File: config.mk
export PLATFORM = sky130hd
export DESIGN_NAME = stream_demux1_2
export DESIGN_NICKNAME = d
export VERILOG_FILES = /design/src/rtl/stream_demux1_2.sv
export SDC_FILE = /design/constraint.sdc
export NUM_CORES = 1
export LEC_CHECK = 0
export CAP_MARGIN = 20
export CORE_MARGIN = 8
export CORE_UTILIZATION = 65
export CTS_CLUSTER_DIAMETER = 100
export CTS_CLUSTER_SIZE = 8
export DETAILED_ROUTE_END_ITERATION = 8
export DONT_BUFFER_PORTS = 1
export PLACE_DENSITY = 0.81
export SYNTH_ARGS = -nofsm -noshare
export SYNTH_HDL_FRONTEND = slang
export SYNTH_SLANG_ARGS = --single-unit
File: constraint.sdc
create_clock -name clk -period 3.6 [get_ports clk]
set_input_delay 0.72 -clock clk [delete_from_list [all_inputs] [get_ports clk]]
set_output_delay 0.72 -clock clk [all_outputs]
set_load 0.03 [all_outputs]
File: src/rtl/stream_demux1_2.sv
// stream_demux1_2: steers a select-tagged valid/ready stream into two independently
// back-pressured channels (A for sel 0, B for sel 1), each buffered by its own FIFO.
module stream_demux1_2 #(
   parameter int WIDTH = 8,
   parameter int DEPTH = 2,
   localparam int AW = $clog2(DEPTH),
   localparam int LW = $clog2(DEPTH) + 1
) (
   input  logic             clk,
   input  logic             rst_n,
   input  logic [WIDTH-1:0] in_data,
   input  logic             in_sel,
   input  logic             in_valid,
   output logic             in_ready,
   output logic [WIDTH-1:0] a_data,
   output logic             a_valid,
   input  logic             a_ready,
   output logic [WIDTH-1:0] b_data,
   output logic             b_valid,
   input  logic             b_ready,
   output logic [LW-1:0]    a_level,
   output logic [LW-1:0]    b_level
);
   logic [1:0]            w_full;
   logic [1:0]            w_rdy;
   logic [1:0][WIDTH-1:0] w_data;
   logic [1:0][LW-1:0]    w_lvl;
   assign w_rdy    = {b_ready, a_ready};
   // in_ready looks only at the selected FIFO's registered fullness, never at the consumers
   assign in_ready = !w_full[in_sel];
   assign a_data   = w_data[0];
   assign b_data   = w_data[1];
   assign a_level  = w_lvl[0];
   assign b_level  = w_lvl[1];
   assign a_valid  = w_lvl[0] != '0;
   assign b_valid  = w_lvl[1] != '0;
   genvar c;
   for (c = 0; c < 2; c++) begin : g_ch
      logic [WIDTH-1:0] r_mem [DEPTH];
      logic [AW-1:0]    r_wp;
      logic [AW-1:0]    r_rp;
      logic [LW-1:0]    r_lvl;
      logic             w_push;
      logic             w_pop;
      logic             w_hit;
      assign w_hit     = (c == 1) ? in_sel : !in_sel;
      assign w_full[c] = r_lvl == LW'(DEPTH);
      assign w_push    = in_valid && w_hit && !w_full[c];
      assign w_pop     = (r_lvl != '0) && w_rdy[c];
      assign w_data[c] = r_mem[r_rp];
      assign w_lvl[c]  = r_lvl;
      always_ff @(posedge clk) begin
         if (!rst_n) begin
            r_wp  <= '0;
            r_rp  <= '0;
            r_lvl <= '0;
            for (int i = 0; i < DEPTH; i++) r_mem[i] <= '0;
         end else begin
            if (w_push) begin
               r_mem[r_wp] <= in_data;
               r_wp        <= r_wp + 1'b1;
            end
            if (w_pop) r_rp <= r_rp + 1'b1;
            r_lvl <= r_lvl + LW'(w_push) - LW'(w_pop);
         end
      end
   end
endmodule

# Word level (Yosys, flattened, before mapping)

Memories as Yosys holds them, arrays and structs flattened. A register that Yosys moved wholly into a read port is not among the register bits.
Cells that the tools add are included.

Memories kept: 2
Output and inout port bits: 23
Bits in registers: 8
Logic and storage cells: 52
Memory bits (writable): 32

$add $sub $neg: 8
$lt $le $gt $ge: 1
Eq/ne operators: 2
Mux-type cells: 19
Reduce and logical (&&, ||, !) cells: 14

Memory list:

| memory        | words | bits a word | read ports | clocked after Yosys merged registers in | wr ports | RTL line | text |
|---|---|---|---|---|---|---|---|
| g_ch[0].r_mem | 2     | 8           | 1          | 1                                       | 2        | 39       | `logic [WIDTH-1:0] r_mem [DEPTH];` |
| g_ch[1].r_mem | 2     | 8           | 1          | 1                                       | 2        | 39       |  |

Operators with widths:

| operator            | count |
|---|---|
| $mux 1              | 17 |
| $mux 8              | 2 |
| $reduce_or 8->1     | 2 |
| $logic_and 1x1->1   | 6 |
| $add 1x1->1 const B | 4 |
| $add 2x1->2         | 2 |
| $eq 2x2->1 const B  | 2 |
| $logic_not 1->1     | 4 |
| $reduce_bool 2->1   | 2 |
| $sub 2x1->2         | 2 |
| $lt 1x2->1 const B  | 1 |

# Logic depth before layout (Yosys ltp)

Gate-level depths: netlist of run 1.

Depth in word-level cells: 8
Depth in mapped cells: 7
Depth with buffers taken out: 6

# Worst setup path after synthesis of run 1

Ideal clock, no wire load.

Kind: in2out
Start: input in_sel
End: output in_ready
Path buffers: 1
Data arrival time: 1453 ps
Stages: 2
Data required time: 2880 ps
Slack: 1427 ps
Path through: buf_4 > mux2i_1

Longest elaborated chain between the ends: 3

RTL lines:

| element                                   | RTL line | text |
|---|---|---|
| start, declared                           | 12       | `input logic in_sel,` |
| $mux 1 (not written as such) (2 in a row) | 30       | `assign in_ready = !w_full[in_sel];` |
| $logic_not 1->1                           | 30       |  |
| end, declared                             | 14       | `output logic in_ready,` |

Every way passes these cells. The select of a mux whose other input is x is not followed.

# Worst setup path after layout of run 1

Start: register g_ch[0].r_lvl[0] (netlist: a_level[0])
End: output in_ready

Longest elaborated chain between the ends: 4

RTL lines:

| element                                   | RTL line | text |
|---|---|---|
| start, declared                           | 42       | `logic [LW-1:0] r_lvl;` |
| start signal, assigned                    | 64       | `r_lvl <= r_lvl + LW'(w_push) - LW'(w_pop);` |
| $eq 2x2->1                                | 47       | `assign w_full[c] = r_lvl == LW'(DEPTH);` |
| $mux 1 (not written as such) (2 in a row) | 30       |  |
| $logic_not 1->1                           | 30       |  |

Every way passes these cells. The select of a mux whose other input is x is not followed.

==> results of run 1 <==
[routing by layer]
layer	vias up	track usage
met4	0	0.0785
li1	550	-
met5	-	0
met2	35	0.241
met1	548	0.157
met3	10	0.0558
[final timing paths]
path | endpoint | slack [ps] | cells after the start
min | register | 510 | 1
max | in_ready | 1130 | 2
min reg2reg | g_ch[0].r_wp | 570 | 2
max reg2reg | g_ch[0].r_mem[1][6] | 1620 | 3
[sequential cells by signal (all words and copies together), names as in the netlist, named ones only]
signal and cells:
g_ch.r_mem 32, g_ch.r_wp 2, a_level 2, b_level 2, g_ch.r_rp 2
[cells in the mapped netlist (2+ instances only)]
library cell  count
and2_1           39
edfxtp_1         32
mux2_2           16
dfxtp_1          10
nand2_1           9
nand2b_1          7
o21ai_0           4
clkbuf_1          3
mux2i_1           3
a21boi_1          2
ha_1              2
nor2b_2           2
nor4b_4           2
o311ai_1          2
or2_2             2
or3_1             2
xnor2_1           2
[cell usage in the layout (no fill, tap or decap), drive strengths merged, types with 2 or more instances in the layout]
cell type  Yosys  layout
mux2i          3       3
mux2          16      16
nand2         10      10
o311ai         2       2
nand2b         7       7
clkbuf         3       7
edfxtp        32      32
nor2b          3       3
ha             2       2
and2          39      39
dfxtp         10      10
or3            2       2
o21ai          4       4
nor4b          2       2
xnor2          2       2
a21boi         2       2
or2            2       2
[worst max-delay path, stage by stage, from the launching register on]
cell	delay [ps]
dfxtp_1	670
nor2b_2	180
mux2i_1	570
[cell type report]
cell class	count	share of cell area
flip-flops and latches	42	0.559
multi-input cells	105	0.392
clock buffers	7	0.0265
well taps	33	0.0199
clock inverters	1	0.00241
[power by group]
| part | switching (mW) | internal [mW] | total (mW) | leakage [nW] |
|---|---|---|---|---|
| Clock | 0.137 | 0.0948 | 0.232 | 0.0353 |
| Sequential | 0.0573 | 0.563 | 0.620 | 0.417 |
| Combinational | 0.137 | 0.0803 | 0.218 | 0.325 |
[per-stage QoR]
step	area, µm²	instances	setup slack (ps)
after floorplan	1990	151	1430
after global placement	2020	180	1520
after detailed placement	2020	180	1480
after CTS	2080	188	1100
after global routing	2080	188	1010
final	2080	188	1130
[cells by family after synthesis]
group                    synth area share
AND/OR/NAND/NOR                     0.242
flip-flops                          0.582
multiplexers                        0.105
AO/OA/AOI/OAI                      0.0402
buffers and inverters             0.00941
XOR/XNOR                          0.00878
adder cells (fa/ha/maj)            0.0125
==> qor.csv, run 1 <==
metric,value,unit
Antenna diodes,0,
Startpoint Class,register,
Vias,1143,
ANT nets after route,0,
total wire length,3640,µm
total leakage power,0.777,nW
routed wl met3,274,µm
slew margin rel.,0.526,
row cnt,20,
H-tree depth,2,
total power,1.07,mW
Mapped Cells,151,
area occupied by multi-input gates,815,µm²
Hold Crit Start,rst_n,
DIE WIDTH,71.4,µm
die area,0.00510,mm²
DRT Pass-1 Iters,4,
Final setup viols,0,
worst setup path class,reg2out,
clk root buf,clkbuf_4,
Synth Register Bits,42,
Pwr Density,515,mW/mm²
Placer Congestion,0.694,
largest net degree at the start of global routing,18,
Setup Skew,4.79,ps
Initial DRC Count,72,
WL met2,1760,µm
"Clk Latency, worst-skew pair",330,ps
setup_tns,0,ps
Finished Core Util,0.697,
"Period Utilization, post-route",0.685,
Initial Util,0.670,
top-area cell type share of the netlist area,0.482,
Final Hold Viols,0,
vias in the first global route,1157,
RSZ-0062 raised after global routing,no,
register area,0.00116,mm²
critical path required time,2880,ps
Netlist Area Pre-Place,0.00199,mm²
sequential element share of the synthesized area,0.582,
share of flip-flops with an asynchronous set or reset,0,
register clock-pin slew on the reported worst setup and hold paths,110,ps
grt ovf,0,
fin nets,170,
Worst Hold Class,in2reg,
Hold WS,510,ps
global-route wire length before repair,5700,µm
Area contributors post-synth,"edfxtp_1 48%, and2_1 12%, dfxtp_1 10%",
via-per-instance ratio,6.08,
clock tree buffer depth,2,
count of final max-slew check failures,0,
Highest Signal Layer,met4,
# hold bufs at CTS,0,
CP Max Fanout,8,
number of flops mapped to enable cells by yosys,32,
fin crit period,2470,ps
Max Freq,405,MHz
Tot GR Track Use,0.146,
Worst VDD drop,284,µV
initial antenna violation count,0,
Yosys Warn Count,0,
ys flop type,edfxtp_1,
CTS Buf Count,5,
core area,0.00298,mm²
post-DP HPWL,2710,µm
share of cells above drive strength 1,0.206,
DRC Markers,0,
Synth-to-Final Area Change,4.14,%
IO Port Bufs,0,
syn_nets,167,
status,finished clean,
Worst setup startpoint,a_level[0],
CTS tree,built,
IO Pins,37,
worst slew pin tran,691,ps
worst r2r src,a_level[0],
Mean Syn Cell Area,13.2,µm²
max_cap viols,0,
WP data arrival,1750,ps
Die Y,71.4,µm
Worst Setup End Kind,output port,
fillcell total,213,
largest area contributor in the synthesized netlist,edfxtp_1,
Synth cell types,29,
clock sink total,42,
Avg WL per Cell,19.3,µm
Post-CTS Resized,0,
M1 WL,1500,µm
number of setup buffers added after CTS,0,
No activity file was read; power rests on OpenSTA's default activity.
==> run 2: changes to the inputs <==
- CORE_UTILIZATION: 65 -> 62
- PLACE_DENSITY: 0.81 -> 0.78
- clock period: 3.6 -> 2.49 ns (I/O delays scaled with it)
==> run 2 against run 1 <==
- cell count is 6.9% higher
- combinational power is 51% higher
- critical endpoint unchanged
- sequential cell count stayed put
==> qor.csv, run 2 (synthesis gave the netlist of run 1 again) <==
metric,value,unit,change
Worst Hold Class,in2reg,,unchanged
total wire length,3460,µm,was 3640 µm
share of cells above drive strength 1,0.217,,was 0.206
slew margin rel.,0.661,,was 0.526
status,finished clean,,unchanged
via-per-instance ratio,5.60,,was 6.08
row cnt,20,,unchanged
initial antenna violation count,0,,unchanged
RSZ-0062 raised after global routing,no,,unchanged
worst setup path class,reg2out,,unchanged
count of final max-slew check failures,0,,unchanged
Post-CTS Resized,0,,unchanged
DRT Pass-1 Iters,6,,was 4
worst r2r src,b_level[0],,was a_level[0]
worst slew pin tran,508,ps,was 691 ps
vias in the first global route,1144,,"was 1,157"
H-tree depth,2,,unchanged
fin nets,172,,was 170
post-route cell area,0.00215,mm²,was 0.00208 mm²
register clock-pin slew on the reported worst setup and hold paths,110,ps,about the same
max reg flops,32,,unchanged
grt ovf,0,,unchanged
Initial DRC Count,26,,was 72
reg-to-reg endpoint,g_ch[1].r_mem[1][4],,was g_ch[0].r_mem[1][6]
R2R cell count,3,,unchanged
Worst setup startpoint,a_level[1],,was a_level[0]
Setup Skew,13.6,ps,was 4.79 ps
crit path capture,in_ready,,unchanged
Hold Path Stages,1,,unchanged
"leading cell types in the layout, fill and taps excluded","39 x and2_1, 32 x edfxtp_1, 16 x mux2_2",,unchanged
Tot GR Track Use,0.136,,was 0.146
# hold bufs at CTS,0,,unchanged
Placement Cell Area,0.00205,mm²,was 0.00202 mm²
max incr delay on CP,640,ps,was 670 ps
clock sink total,42,,unchanged
Avg WL per Cell,17.2,µm,was 19.3 µm
Startpoint Class,register,,unchanged
Final Hold Viols,0,,unchanged
CP Cell Sequence,nor2b_2 > mux2i_1 > buf_4,,was nor2b_2 > mux2i_1
CTS Buf Count,5,,unchanged
Placer Congestion,0.723,,was 0.694
IO Port Bufs,0,,unchanged
Die Y,72.7,µm,was 71.4 µm
FF-to-FF setup slack,540,ps,was 1620 ps
"leading cell type in the layout, fill and taps excluded",and2_1,,unchanged
Final setup viols,0,,unchanged
number of setup buffers added after CTS,0,,unchanged
WP data arrival,1710,ps,was 1750 ps
Largest Register,g_ch.r_mem,,unchanged
IO Pins,37,,unchanged
"Clk Latency, worst-skew pair",340,ps,was 330 ps
CP Max Fanout,8,,unchanged
DIE WIDTH,72.7,µm,was 71.4 µm
post-DP HPWL,2600,µm,was 2710 µm
Max Freq,453,MHz,
clock tree buffer depth,2,,unchanged
Finished Core Util,0.703,,was 0.697
setup_tns,0,ps,unchanged
Pwr Density,802,mW/mm²,was 515 mW/mm²
Worst Setup End Kind,output port,,unchanged
"Period Utilization, post-route",0.887,,
die area,0.00529,mm²,was 0.00510 mm²
DRC Markers,0,,unchanged
largest net degree at the start of global routing,18,,unchanged
slowest CP cell,dfxtp_1,,unchanged
Antenna diodes,0,,unchanged
total leakage power,0.804,nW,was 0.777 nW
Synth-to-Final Area Change,7.65,%,was 4.14%
Worst VDD drop,601,µV,was 284 µV
global-route wire length before repair,5410,µm,was 5700 µm
clk root buf,clkbuf_4,,unchanged
max_cap viols,0,,unchanged
core area,0.00305,mm²,was 0.00298 mm²
Vias,1125,,"was 1,143"
ANT nets after route,0,,unchanged
critical path required time,1990,ps,was 2880 ps
CTS tree,built,,unchanged
Initial Util,0.653,,was 0.670
fin crit period,2210,ps,
==> run 2: cell count changes in the layout (fill, tap and decap cells not counted) <==
cell       delta
clkinv_2      -1
buf_4         +2
clkbuf_8      -1
bufinv_16     +2
clkbuf_1      -1
clkinv_1      +1
==> run 2: layout make-up <==
class,instances,area (µm²)
sequential,42,1160
fill,240,906
multi-input combinational,105,815
clock inverter,3,63.8
tap,44,55.1
clock buffer,5,37.5
timing repair buffer,2,15.0
==> run 2: metal layers <==
metal  global-route usage  vias to the layer above  part of all wire
met1                0.139                      537              0.40
met2                0.223                       30              0.49
met3               0.0714                        6             0.093
li1                     -                      552                 -
met5                    0                        -                 0
met4               0.0622                        0             0.015
==> run 2: metrics by stage <==
| step | total power [mW] | hold WS (ps) | setup slack (ps) | instances |
|---|---|---|---|---|
| after detailed placement | 1.23 | 533 | 558 | 193 |
| after CTS | 1.74 | 263 | 249 | 201 |
| after floorplan | 1.18 | 503 | 718 | 151 |
| after global routing | 1.78 | 265 | 151 | 201 |
| final | 1.72 | 278 | 283 | 201 |
| after global placement | 1.22 | 514 | 649 | 193 |
==> run 2: worst min-delay path by stage <==
stage	from	end
4_1_cts	rst_n	register
5_1_grt	rst_n	a_level[0]
3_3_place_gp	g_ch[1].r_wp	g_ch[1].r_wp
3_5_place_dp	g_ch[0].r_wp	g_ch[0].r_wp
6_report	rst_n	register
2_1_floorplan	g_ch[1].r_wp	g_ch[1].r_wp
==> run 2: report_power, final <==
group	switching [mW]	internal (mW)	total, mW
sequential	0.0663	0.814	0.880
combinational	0.207	0.122	0.329
clock	0.203	0.309	0.513
total	0.476	1.25	1.72
==> run 2: critical path: cells and delay by family, from the launching register on <==
kind	cells	cell delay (ps)
mux	1	120
flops	1	640
simple gates	1	430
buf+inv	1	180
